--- src/rtl/down_timer.sv ---
// ---------------------------------------------------------------------------
// down_timer
//
// Loadable down-counter with a registered terminal-count pulse. Used as a
// programmable delay (one-shot) or period generator (auto-reload).
//
// Ports
//   clk          in   rising-edge clock for all state
//   clear        in   asynchronous active-high reset
//   load         in   capture load_val into the reload register and the count
//   load_val     in   reload value, WIDTH bits
//   start        in   begin counting, or resume after stop
//   stop         in   halt counting, holding q
//   auto_reload  in   1 = periodic, 0 = one-shot (sampled every cycle)
//   q            out  current count
//   tc           out  one-cycle pulse in the cycle q reaches 0 by counting
//   busy         out  high while counting
//
// Per-cycle priority is load > stop > start > count. All outputs are
// registered, so nothing here is combinationally dependent on an input.
// ---------------------------------------------------------------------------
module down_timer #(
   parameter int WIDTH = 4
) (
   input  logic             clk,
   input  logic             clear,
   input  logic             load,
   input  logic [WIDTH-1:0] load_val,
   input  logic             start,
   input  logic             stop,
   input  logic             auto_reload,
   output logic [WIDTH-1:0] q,
   output logic             tc,
   output logic             busy
);

   typedef enum logic [1:0] {
      IDLE = 2'd0,
      RUN  = 2'd1,
      DONE = 2'd2
   } state_t;

   state_t           r_state;
   logic [WIDTH-1:0] r_reload;
   logic [WIDTH-1:0] r_q;
   logic             r_tc;
   logic             r_busy;

   // NOTE: every register, including the reload value, is cleared by the
   // asynchronous reset so a start straight after clear sees R==0 and is
   // ignored rather than reloading from an unknown value.
   always_ff @(posedge clk or posedge clear) begin
      if (clear) begin
         r_state  <= IDLE;
         r_reload <= '0;
         r_q      <= '0;
         r_tc     <= 1'b0;
         r_busy   <= 1'b0;
      end else begin
         // NOTE: non-blocking assignments throughout; tc defaults low so it
         // can only ever be a single-cycle pulse.
         r_tc <= 1'b0;

         if (load) begin
            // Load aborts any run in progress.
            r_reload <= load_val;
            r_q      <= load_val;
            r_state  <= IDLE;
            r_busy   <= 1'b0;
         end else if (stop && r_state == RUN) begin
            // Freeze the count; a later start resumes from here.
            r_state <= IDLE;
            r_busy  <= 1'b0;
         end else if (!stop) begin
            // stop outranks start, so a stop in IDLE/DONE also masks start.
            unique case (r_state)
               IDLE: begin
                  if (start) begin
                     if (r_q != '0) begin
                        r_state <= RUN;
                        r_busy  <= 1'b1;
                     end else if (r_reload != '0) begin
                        r_q     <= r_reload;
                        r_state <= RUN;
                        r_busy  <= 1'b1;
                     end
                  end
               end

               DONE: begin
                  if (start && r_reload != '0) begin
                     r_q     <= r_reload;
                     r_state <= RUN;
                     r_busy  <= 1'b1;
                  end
               end

               RUN: begin
                  if (r_q > WIDTH'(1)) begin
                     r_q <= r_q - WIDTH'(1);
                  end else if (r_q == WIDTH'(1)) begin
                     r_q  <= '0;
                     r_tc <= 1'b1;
                  end else if (auto_reload) begin
                     // q==0 is the cycle after tc: reload instead of wrapping.
                     r_q <= r_reload;
                  end else begin
                     r_state <= DONE;
                     r_busy  <= 1'b0;
                  end
               end

               default: begin
                  r_state <= IDLE;
                  r_busy  <= 1'b0;
               end
            endcase
         end
      end
   end

   assign q    = r_q;
   assign tc   = r_tc;
   assign busy = r_busy;

endmodule

--- config.mk ---
export PLATFORM = sky130hd
export DESIGN_NAME = down_timer
export DESIGN_NICKNAME = d
export VERILOG_FILES = /design/src/rtl/down_timer.sv
export SDC_FILE = /design/constraint.sdc
export NUM_CORES = 1
export LEC_CHECK = 0
export CAP_MARGIN = 15
export CORE_AREA = 2 2 45 47
export CTS_BUF_LIST = sky130_fd_sc_hd__clkbuf_2 sky130_fd_sc_hd__clkbuf_4 sky130_fd_sc_hd__clkbuf_8
export DETAILED_ROUTE_END_ITERATION = 8
export DIE_AREA = 0 0 47 49
export GPL_ROUTABILITY_DRIVEN = 0
export PLACE_DENSITY_LB_ADDON = 0.05
export SETUP_SLACK_MARGIN = 0.1
export SLEW_MARGIN = 20
export SYNTH_ARGS = -nofsm -noshare
export SYNTH_HDL_FRONTEND = slang
export SYNTH_SLANG_ARGS = --single-unit
--- constraint.sdc ---
create_clock -name clk -period 2 [get_ports clk]
set_input_delay 0.2 -clock clk [delete_from_list [all_inputs] [get_ports clk]]
set_output_delay 0.2 -clock clk [all_outputs]
set_load 0.02 [all_outputs]
== Word level (Yosys, flattened, before mapping) ==
Cells that the tools add are included.
W data, S select, Z words.

* Order comparisons: 1
* Add/sub/neg operators: 1
* Mux-type cells: 39
* Reduce and logical (&&, ||, !) cells: 8
* Equal/unequal tests: 17

{| class="wikitable"
|+ Operator list
! kind !! count
|-
| $mux W4 || 10
|-
| $mux W2 || 10
|-
| $mux W1 || 16
|-
| $ne A4 B4 Y1 const B || 4
|-
| $ne A3 B3 Y1 const B || 4
|-
| $pmux W4 S3 || 1
|-
| $reduce_bool A4 Y1 || 3
|-
| $reduce_and A8 Y1 || 1
|-
| $reduce_and A7 Y1 || 1
|-
| $pmux W2 S3 || 1
|-
| $ne A5 B3 Y1 const B || 1
|-
| $ne A5 B5 Y1 const B || 1
|-
| $eq A4 B1 Y1 const B || 1
|-
| $gt A4 B1 Y1 const B || 1
|-
| $ne A2 B2 Y1 const B || 2
|-
| $ne A4 B3 Y1 const B || 1
|-
| $sub A4 B1 Y4 const B || 1
|-
| $ne A3 B2 Y1 const B || 1
|-
| $pmux W1 S3 || 1
|-
| $eq A2 B1 Y1 const B || 1
|-
| $eq A2 B2 Y1 const B || 1
|-
| $logic_and A1 B1 Y1 || 2
|-
| $logic_not A2 Y1 || 1
|}

* Output and inout port bits: 6
* Register bits after elaboration: 12
* Input port bits: 10
* Word-level logic and storage cells: 71

== Longest topological paths before layout ==
Gate-level depths: netlist of the first run.

* Depth after elaboration: 8
* Mapped depth: 7
* Depth with buffers taken out: 6

== Worst setup path after synthesis of the first run ==
Ideal clock, no wire load.

* Path kind: register to register
* Start: register, netlist name busy
* End: register r_q[0] (netlist: q[0])
* Setup slack: -0.101 ns
* Data required time: 1.874 ns
* Path buffers: 0
* Arrival: 1.975 ns
* Stages on the path, launching flop included: 7
* Cell sequence: dfrtp_1 -> inv_1 -> ha_1 -> or2_2 -> a221o_1 -> a211o_1 -> a221o_1

{| class="wikitable"
|+ RTL lines
! element !! line !! RTL
|-
| to (signal assigned) || 67 || <nowiki>r_q <= load_val;</nowiki>
|-
| to (signal assigned) || 83 || <nowiki>r_q <= r_reload;</nowiki>
|-
| to (signal assigned) || 92 || <nowiki>r_q <= r_reload;</nowiki>
|-
| to (decl) || 45 || <nowiki>logic [WIDTH-1:0] r_q;</nowiki>
|}

== Worst setup path after layout of the first run ==
* Start: register r_q[0] (netlist: q[0])
* End: register r_state[1]

* Cells in the longest elaborated chain, start to end: 7

{| class="wikitable"
|+ RTL lines
! element !! line !! RTL
|-
| $reduce_bool A4 Y1 || 79 || <nowiki>if (r_q != '0) begin</nowiki>
|-
| $mux W2 || 79 ||
|-
| $mux W2 || 78 || <nowiki>if (start) begin</nowiki>
|-
| $pmux W2 S3 || 76 || <nowiki>unique case (r_state)</nowiki>
|-
| $mux W2 || 74 || <nowiki>end else if (!stop) begin</nowiki>
|-
| $mux W2 || 70 || <nowiki>end else if (stop && r_state == RUN) begin</nowiki>
|-
| $mux W2 || 64 || <nowiki>if (load) begin</nowiki>
|-
| to (signal assigned) || 68 || <nowiki>r_state <= IDLE;</nowiki>
|-
| to (signal assigned) || 72 || <nowiki>r_state <= IDLE;</nowiki>
|-
| to (signal assigned) || 80 || <nowiki>r_state <= RUN;</nowiki>
|-
| to (decl) || 43 || <nowiki>state_t r_state;</nowiki>
|}

Parallel ways exist; a longest one is shown, timed or not. The select of a mux whose other input is x is not followed.
A chain may end at the register's enable or synchronous reset.

==> flow_results.org, run 1 <==
** STA
- Max Transition Viols Final :: 0
- Portion of the clock cycle consumed by the worst path in the final layout :: 96.94%
- Setup repair after global routing could not meet its margin everywhere.
- Transition time at the pin with the least slew margin :: about 0.5 ns
- The worst path needs 1.939 ns of the cycle, external delays included.
- Achievable frequency :: 0.5158 GHz
- Final setup violation count :: 0
- Headroom to the max-slew limit :: 66.08%
- The clock arrives with 0.01409 ns of skew.
- Final hold viol count :: 0

** Synthesis
- After Yosys synthesis, XOR and XNOR cells account for 0% of the synthesized area.
- Synthesized instance count :: 82
- After synthesis, the largest family of logic cells by area is compound AO/OA/AOI/OAI gates.
- Counting distinct cell types in the post-synthesis netlist gives 35.
- Synthesis inferred 11 register bits.
- Yosys printed 0 warnings.
- Synthesized area :: 809.5 µm²
- Net count of the mapped netlist :: 98
- A synthesized cell averages 9.872 µm².
- The synthesized netlist devotes 21.79% of its cell area to compound gates.
- Mux share of post-synthesis cell area :: 9.274%
- Summing the sequential cell areas from Yosys gives 34.00% of the chip area.
- Post-Synth Adder-Cell Area :: 9.274%
- Summing the areas of all and, or, nand and nor instances in the mapped netlist gives 18.70% of the synthesized area.

** Finish
- The number of antenna diodes in the final layout is 0.
- Cell area after layout :: 1241 µm²
- Total Nets Final :: 130
- Area taken by multi-input logic gates :: 600.6 µm²
- After filler insertion, the fill cell instance count of the layout stands at 149.
- Area growth from synthesis to final layout :: 53.32%
- Final Instance Count excl. Fillers :: 140
- Layout cells sized above 1 :: 43.36%
- Registers take 279.0 µm².

** Die
- Die Footprint :: 2303 µm²
- Starting density of the core :: 43.95%
- Die width :: approximately 47 µm
- The region available for standard cell placement spans 1842 µm².
- Die extent in y :: a little under 50 µm
- Pin placement for this block handled 16 I/O pins.
- The initialized floorplan defines 16 standard-cell rows.

** GRT
- Entering global routing, the biggest net connects 12 pins.
- The initial antenna violation count is 0.
- Overflow after GRT :: 0
- Wire length of the first global-routing pass :: about 3300 µm
- Global router's overall resource usage :: around a fifth
- The via count of the first global-routing pass is 749.

** Drt
- For this run, design rule violations remaining after detail routing come to 0.
- DR top layer :: met4
- In the routed layout, each cell is associated on average with a via count of 5.707.
- Wire segments on met3 add up to 113 µm in the final route.
- Detail Route Antenna Nets :: 0
- For this run, the detailed router's first-pass iteration total came to 4.
- Detail Route met2 WL :: 1044 µm
- After detailed routing, the total wire length is 2144 µm.
- For this block, the via count after detailed routing is 799.
- Detail-routed net length per standard cell :: 15.31 µm
- Iter 0 DRT Violations :: 19
- M1 WL :: 956 µm

** Run
- Number of violations of the max-capacitance limit :: 0

** Setup path
- STA classifies the critical path endpoint as a flop.
- Along the worst path, the maximum fanout reaches 4.
- Arrival time worst endpoint :: 2.12 ns
- Setup Crit Path Kind :: flop to flop
- STA puts the critical path data required time at around 2.2 ns.
- Kind of start point of the critical path :: flop

** Clock network
- After clock tree synthesis, the clock-pin slew on the worst setup and hold paths is 0.09 ns.
- For the worst-skew pair, the clock arrives at the later sink with an insertion delay of 0.29 ns.
- Maximum level of the CTS H-tree :: 1
- CTS tree :: done
- For this design, the sink count on the clock tree is 11.
- Clock tree synthesis selected as its root buffer the cell sky130_fd_sc_hd__clkbuf_4.
- No sink is reached through more buffers than the 2 on the longest clock path.
- Number of buffers created by CTS :: 3

** Place
- Port buffering added 15 buffers.
- The HPWL after detailed placement is around 1500 µm.
- In this run the cell area measured after placement is between 1000 and 1500 µm².
- Cell Count Post-Placement :: 129

** Pwr
- Highest ir drop seen on vdd :: 0.6217 mV
- Summed over all cells, the static leakage comes to 0.4915 nW.
- PwrDens :: roughly 1100 nW/µm²

** Outcome
- Result of the run :: completed

** Min path
- Hold WC Path Type :: input pin to asynchronous set/reset pin
[area by class of cell]
class,count,share of cell area [%]
multi-input combinational,60,48.39
timing repair buffer,29,20.87
inverter,9,3.125
clock buffer,4,2.419
sequential,11,22.48
tap,27,2.722
[what timing repair did]
item	4_1_cts	5_1_grt
gates resized for setup	5	12
setup endpoints to repair	3	6
hold buffers	0	0
setup buffers	2	5
pin swaps	2	3
[registers in the layout (all words and copies together), names as in the netlist]
register and count:
tc 1, r_state 1, r_reload 4, q 4, busy 1
[power by group]
part           internal (mW)  switching (mW)  leakage (nW)
sequential             0.271          0.0744         0.133
clock                 0.0910          0.0900        0.0184
combinational          0.411           0.389         0.340
total                  0.773           0.553         0.492
[worst paths after layout]
kind                                  start           to  slack [ns]  depth (start not counted)
min in group clk                load_val[2]  r_reload[2]        0.54                          3
max in group asynchronous             clear         q[1]        1.43                          2
worst min register to register  r_reload[3]  r_reload[3]        0.58                          1
worst max register to register         q[0]   r_state[1]        0.06                          6
worst min-delay path                  clear           tc        0.22                          2
worst max-delay path                   q[0]   r_state[1]        0.06                          6
[logic make-up (layout without fill, tap and decap cells)]
group,after synthesis,count (layout)
AOI/OAI and AO/OA,22,22
adders and majority gates,6,6
buffers and inverters,11,42
DFF,11,11
muxes,7,7
and+or+nand+nor,25,25
[cell usage in the layout (no fill, tap or decap), types with 2 or more instances in the layout]
cell type / synthesis / layout
sky130_fd_sc_hd__clkdlybuf4s50_1: 0 / 15
sky130_fd_sc_hd__buf_4: 0 / 13
sky130_fd_sc_hd__dfrtp_1: 11 / 8
sky130_fd_sc_hd__inv_1: 9 / 5
sky130_fd_sc_hd__ha_4: 0 / 5
sky130_fd_sc_hd__nor2_1: 4 / 4
sky130_fd_sc_hd__mux2_2: 4 / 4
sky130_fd_sc_hd__clkbuf_4: 0 / 4
sky130_fd_sc_hd__nand2_1: 3 / 3
sky130_fd_sc_hd__mux2i_1: 3 / 3
sky130_fd_sc_hd__dfrtp_2: 0 / 3
sky130_fd_sc_hd__o21ai_0: 2 / 2
sky130_fd_sc_hd__a21oi_2: 0 / 2
sky130_fd_sc_hd__o41ai_1: 2 / 2
sky130_fd_sc_hd__nor4_1: 3 / 2
sky130_fd_sc_hd__nand4_1: 2 / 2
sky130_fd_sc_hd__a221o_1: 2 / 2
sky130_fd_sc_hd__inv_2: 0 / 2
sky130_fd_sc_hd__a21oi_1: 4 / 2
sky130_fd_sc_hd__inv_4: 0 / 2
sky130_fd_sc_hd__a221oi_1: 2 / 2
[routing by layer]
| layer | global-route usage, % | vias to the layer above |
|---|---|---|
| met1 | 26.51 | 388 |
| li1 | - | 378 |
| met4 | 7.870 | 0 |
| met3 | 3.704 | 5 |
| met5 | 0 | - |
| met2 | 30.82 | 28 |
[cell usage after synthesis]
cell type                   n  area [µm²]
sky130_fd_sc_hd__a211oi_1   2       15.01
sky130_fd_sc_hd__nor2b_1    1       6.260
sky130_fd_sc_hd__or3b_1     1       8.760
sky130_fd_sc_hd__nor3b_1    2       15.01
sky130_fd_sc_hd__o21a_1     1       7.510
sky130_fd_sc_hd__nand4_1    2       12.51
sky130_fd_sc_hd__or4_1      1       7.510
sky130_fd_sc_hd__a221oi_1   2       17.52
sky130_fd_sc_hd__or2_2      2       12.51
sky130_fd_sc_hd__nor3_1     1       5.000
sky130_fd_sc_hd__nor4_1     3       18.77
sky130_fd_sc_hd__mux2_2     4       45.04
sky130_fd_sc_hd__dfrtp_1   11       275.3
sky130_fd_sc_hd__o41ai_1    2       17.52
sky130_fd_sc_hd__mux2i_1    3       30.03
sky130_fd_sc_hd__a311o_2    1       11.26
sky130_fd_sc_hd__o21ai_0    2       10.01
sky130_fd_sc_hd__nand3_1    1       5.000
sky130_fd_sc_hd__buf_6      2       22.52
sky130_fd_sc_hd__or2b_2     1       8.760
sky130_fd_sc_hd__o21ai_1    1       5.000
sky130_fd_sc_hd__a21oi_1    4       20.02
sky130_fd_sc_hd__and2b_2    1       8.760
sky130_fd_sc_hd__a211o_1    1       8.760
sky130_fd_sc_hd__nor2_1     4       15.01
sky130_fd_sc_hd__o311ai_2   1       16.27
sky130_fd_sc_hd__and3_1     1       6.260
sky130_fd_sc_hd__ha_1       6       75.07
sky130_fd_sc_hd__inv_1      9       33.78
sky130_fd_sc_hd__o311ai_0   1       8.760
sky130_fd_sc_hd__a221o_1    2       20.02
sky130_fd_sc_hd__o32ai_1    1       8.760
sky130_fd_sc_hd__or4b_1     1       10.01
sky130_fd_sc_hd__o31a_2     1       10.01
sky130_fd_sc_hd__nand2_1    3       11.26
[stage by stage]
stage | hold slack (ns) | utilization, % | total power [mW] | TNS [ns] | worst slack, ns
2_1_floorplan | 0.05224 | - | 0.7560 | 0 | 0.08711
3_3_place_gp | 0.5313 | 58.49 | 0.9683 | -0.01591 | -0.01591
3_5_place_dp | 0.5471 | 58.49 | 0.9679 | 0 | 0.0002969
4_1_cts | 0.2373 | 62.16 | 1.197 | 0 | 0.09224
5_1_grt | 0.2753 | 67.39 | 1.406 | -0.06222 | -0.03337
6_report | 0.2168 | 67.39 | 1.326 | 0 | 0.06126
[worst max-delay path, cell delays in order, from the launching register on]
cell	delay, ns
sky130_fd_sc_hd__dfrtp_2	0.43
sky130_fd_sc_hd__inv_2	0.08
sky130_fd_sc_hd__ha_4	0.14
sky130_fd_sc_hd__or3b_4	0.39
sky130_fd_sc_hd__o311ai_4	0.29
sky130_fd_sc_hd__nand4_1	0.19
sky130_fd_sc_hd__mux2_2	0.31
(Power assumes the default switching activity.)
==> run 2: changes to the inputs <==
--- a/config.mk
+++ b/config.mk
@@ -6,10 +6,10 @@
 export NUM_CORES = 1
 export LEC_CHECK = 0
 export CAP_MARGIN = 15
-export CORE_AREA = 2 2 45 47
+export CORE_AREA = 2 2 42 59
 export CTS_BUF_LIST = sky130_fd_sc_hd__clkbuf_2 sky130_fd_sc_hd__clkbuf_4 sky130_fd_sc_hd__clkbuf_8
 export DETAILED_ROUTE_END_ITERATION = 8
-export DIE_AREA = 0 0 47 49
+export DIE_AREA = 0 0 44 61
 export GPL_ROUTABILITY_DRIVEN = 0
 export PLACE_DENSITY_LB_ADDON = 0.05
 export SETUP_SLACK_MARGIN = 0.1
==> flow_results.org, run 2 (synthesized netlist as in run 1, its figures left out) <==
** Setup path
- Crit Path Max Fanout :: 4
- By startpoint and endpoint, the worst setup path is classified as flop to flop.
- Data on the critical path is required at its endpoint by 2.16 ns.
- R2r startpoint :: busy
- Worst Reg-to-Reg Cells :: 6
- Arrival time worst endpoint :: 2.05 ns
- Endpoint type of the worst setup path :: flop
- STA classifies the critical path startpoint as a flop.
- Reg2Reg Capture Point :: q[0]
- The setup check on the worst reg-to-reg path leaves a slack of 0.11 ns.

** STA
- Final hold viol count :: 0
- Portion of the clock cycle consumed by the worst path in the final layout :: 94.57%
- Headroom to the max-slew limit :: 70.88%
- Transition time at the pin with the least slew margin :: between 0.4 and 0.5 ns
- Setup repair after global routing could not meet its margin everywhere.
- Total negative slack :: 0 ns
- Achievable frequency :: 0.5287 GHz
- The max-slew violation count is 0.
- Final min period :: 1.891 ns
- Final setup violation count :: 0
- Clock skew after layout :: 0.007161 ns

** Finish
- Final-layout fill cell count :: 190
- The final layout contains 130 nets.
- The number of antenna diodes in the final layout is 0.
- Relative to the synthesized area, the layout overhead comes to 56.88%.
- Once layout is complete, the cells apart from fillers number 135.
- Layout cells sized above 1 :: 46.90%
- Registers take 280.3 µm².
- Most common cell after layout, fill and taps aside :: sky130_fd_sc_hd__clkdlybuf4s50_1
- Area taken by multi-input logic gates :: 631.9 µm²
- Post-Route Utilization :: about 59%
- Most frequent cells in the layout :: 15 x sky130_fd_sc_hd__clkdlybuf4s50_1, 13 x sky130_fd_sc_hd__buf_4, 7 x sky130_fd_sc_hd__dfrtp_1, 5 x sky130_fd_sc_hd__inv_1, 5 x sky130_fd_sc_hd__ha_4

** GRT
- For this run the aggregate overflow at the end of global routing stands at 0.
- The initial antenna violation count came to 0.
- Number of global-route vias before repair :: 725
- Pin count of the biggest net entering global routing :: 14
- Wire length of the first global-routing pass :: 3153 µm
- For this run, the total global-route usage over all layers was measured as 16.15%.

** Place
- Port Buffers :: 15
- Post-DP HPWL :: around 1500 µm
- In this run, placement finished with an instance count of 124.

** Clock network
- Clock root buffer :: sky130_fd_sc_hd__clkbuf_4
- CTS tree :: done
- TritonCTS created 3 clock buffers.
- Maximum level of the CTS H-tree :: 1
- For this design, the CTS-stage hold fixing added 0 buffers.
- Clock-pin slew on the worst setup and hold paths :: ~0.080 ns
- Total clock sinks :: 11
- Counting along the longest clock path gives a buffer depth of 2.
- Insertion delay of the later-clocked pin in the worst-skew pair :: between 0.2 and 0.3 ns

** Drt
- The detailed router used layers up to and including met4.
- Vias per cell :: 5.711
- For this block, the via count after detailed routing is 771.
- TritonRoute pass-1 iters :: 4
- Detail Route Antenna Nets :: 0
- Summed over all layers, the routed wires come to 2136 µm.
- After detailed routing, the average wire length per cell comes to around 16 µm.
- Iter 0 DRT Violations :: 29
- DRC violations left :: 0
- Detail Route met2 WL :: 1099 µm
- For this block, wires on met1 add up to 925 µm.
- Summed over all nets, wire length on met3 after detailed routing comes to 73 µm.

** Die
- Row generation in the floorplan step produced 20 rows.
- Die width :: 44 µm
- Die extent in y :: 61 µm
- For this configuration, the core starts out at a cell density of 37.62%.
- The core region is 2152 µm².
- Top-Level Pins :: 16
- Die Footprint :: 2684 µm²

** Pwr
- Highest ir drop seen on vdd :: 0.6072 mV
- Part of the power in the clock network :: about an eighth
- In this run switching power makes up between 40% and 50% of total power.
- Combinational logic is responsible for roughly three fifths of the overall power.
- The analysis attributes to cell leakage a power of between 0.4 and 0.5 nW.
- The internal power of the cells totals 0.7984 mW.
- PwrDens :: 1082 nW/µm²
- Sequential share of power :: 25.6%
- Net switching power :: 0.5758 mW

** Outcome
- Result of the run :: completed

** Run
- Across the run, the number of max-cap violations was 0.

** Min path
- Hold WC Path Type :: input pin to asynchronous set/reset pin
==> run 2: power groups by stage <==
stage	clock [mW]	sequential [mW]	combinational (mW)
floorplan	0	0.373	0.383
global placement	0	0.338	0.640
detailed placement	0	0.340	0.631
CTS	0.177	0.336	0.675
global route	0.186	0.359	0.904
finish	0.176	0.352	0.846
==> run 2: through the flow <==
step / instance area (µm²) / total power, mW / hold slack [ns] / setup slack, ns
6_report: 1270 / 1.374 / 0.2124 / 0.1087
5_1_grt: 1270 / 1.449 / 0.2521 / 0.05652
4_1_cts: 1139 / 1.187 / 0.2465 / 0.02767
3_5_place_dp: 1071 / 0.9708 / 0.5434 / 0.01879
3_3_place_gp: 1071 / 0.9784 / 0.5431 / 0.001765
2_1_floorplan: 863.3 / 0.7560 / 0.05224 / 0.08711
==> run 2: layout make-up <==
cell class              count  share of cell area (%)
clock buffers               4                   2.365
inverters                   9                   3.251
multi-input cells          60                   49.75
flip-flops and latches     11                   22.07
well taps                  22                   2.167
repair buffers             29                   20.39
==> run 2: what timing repair did <==
item | 4_1_cts | 5_1_grt
setup endpoints to repair | 4 | 6
buffers inserted | 4 | 3
gates resized for setup | 3 | 21
pin swaps | 5 | 7
==> run 2: worst max-delay path: stages (launching register included) <==
cell and delay (ns):
sky130_fd_sc_hd__dfrtp_2 0.42, sky130_fd_sc_hd__inv_4 0.07, sky130_fd_sc_hd__ha_4 0.15, sky130_fd_sc_hd__or2_4 0.24
sky130_fd_sc_hd__a221o_1 0.35, sky130_fd_sc_hd__a211o_1 0.24, sky130_fd_sc_hd__a221o_1 0.29
==> run 2: worst max-delay path by stage <==
stage                     startpoint  depth (start not counted)    to
final                           busy                          6  q[0]
after global routing            busy                          6  q[0]
after CTS                 r_state[1]                          6  q[0]
after detailed placement  r_state[1]                          6  q[0]
after global placement    r_state[1]                          6  q[0]
after floorplan                 busy                          6  q[0]
==> run 2: layer usage <==
layer,GRT usage (%),vias up
met4,6.494,0
met3,1.786,5
li1,-,378
met1,19.71,368
met2,28.57,20
met5,0,-
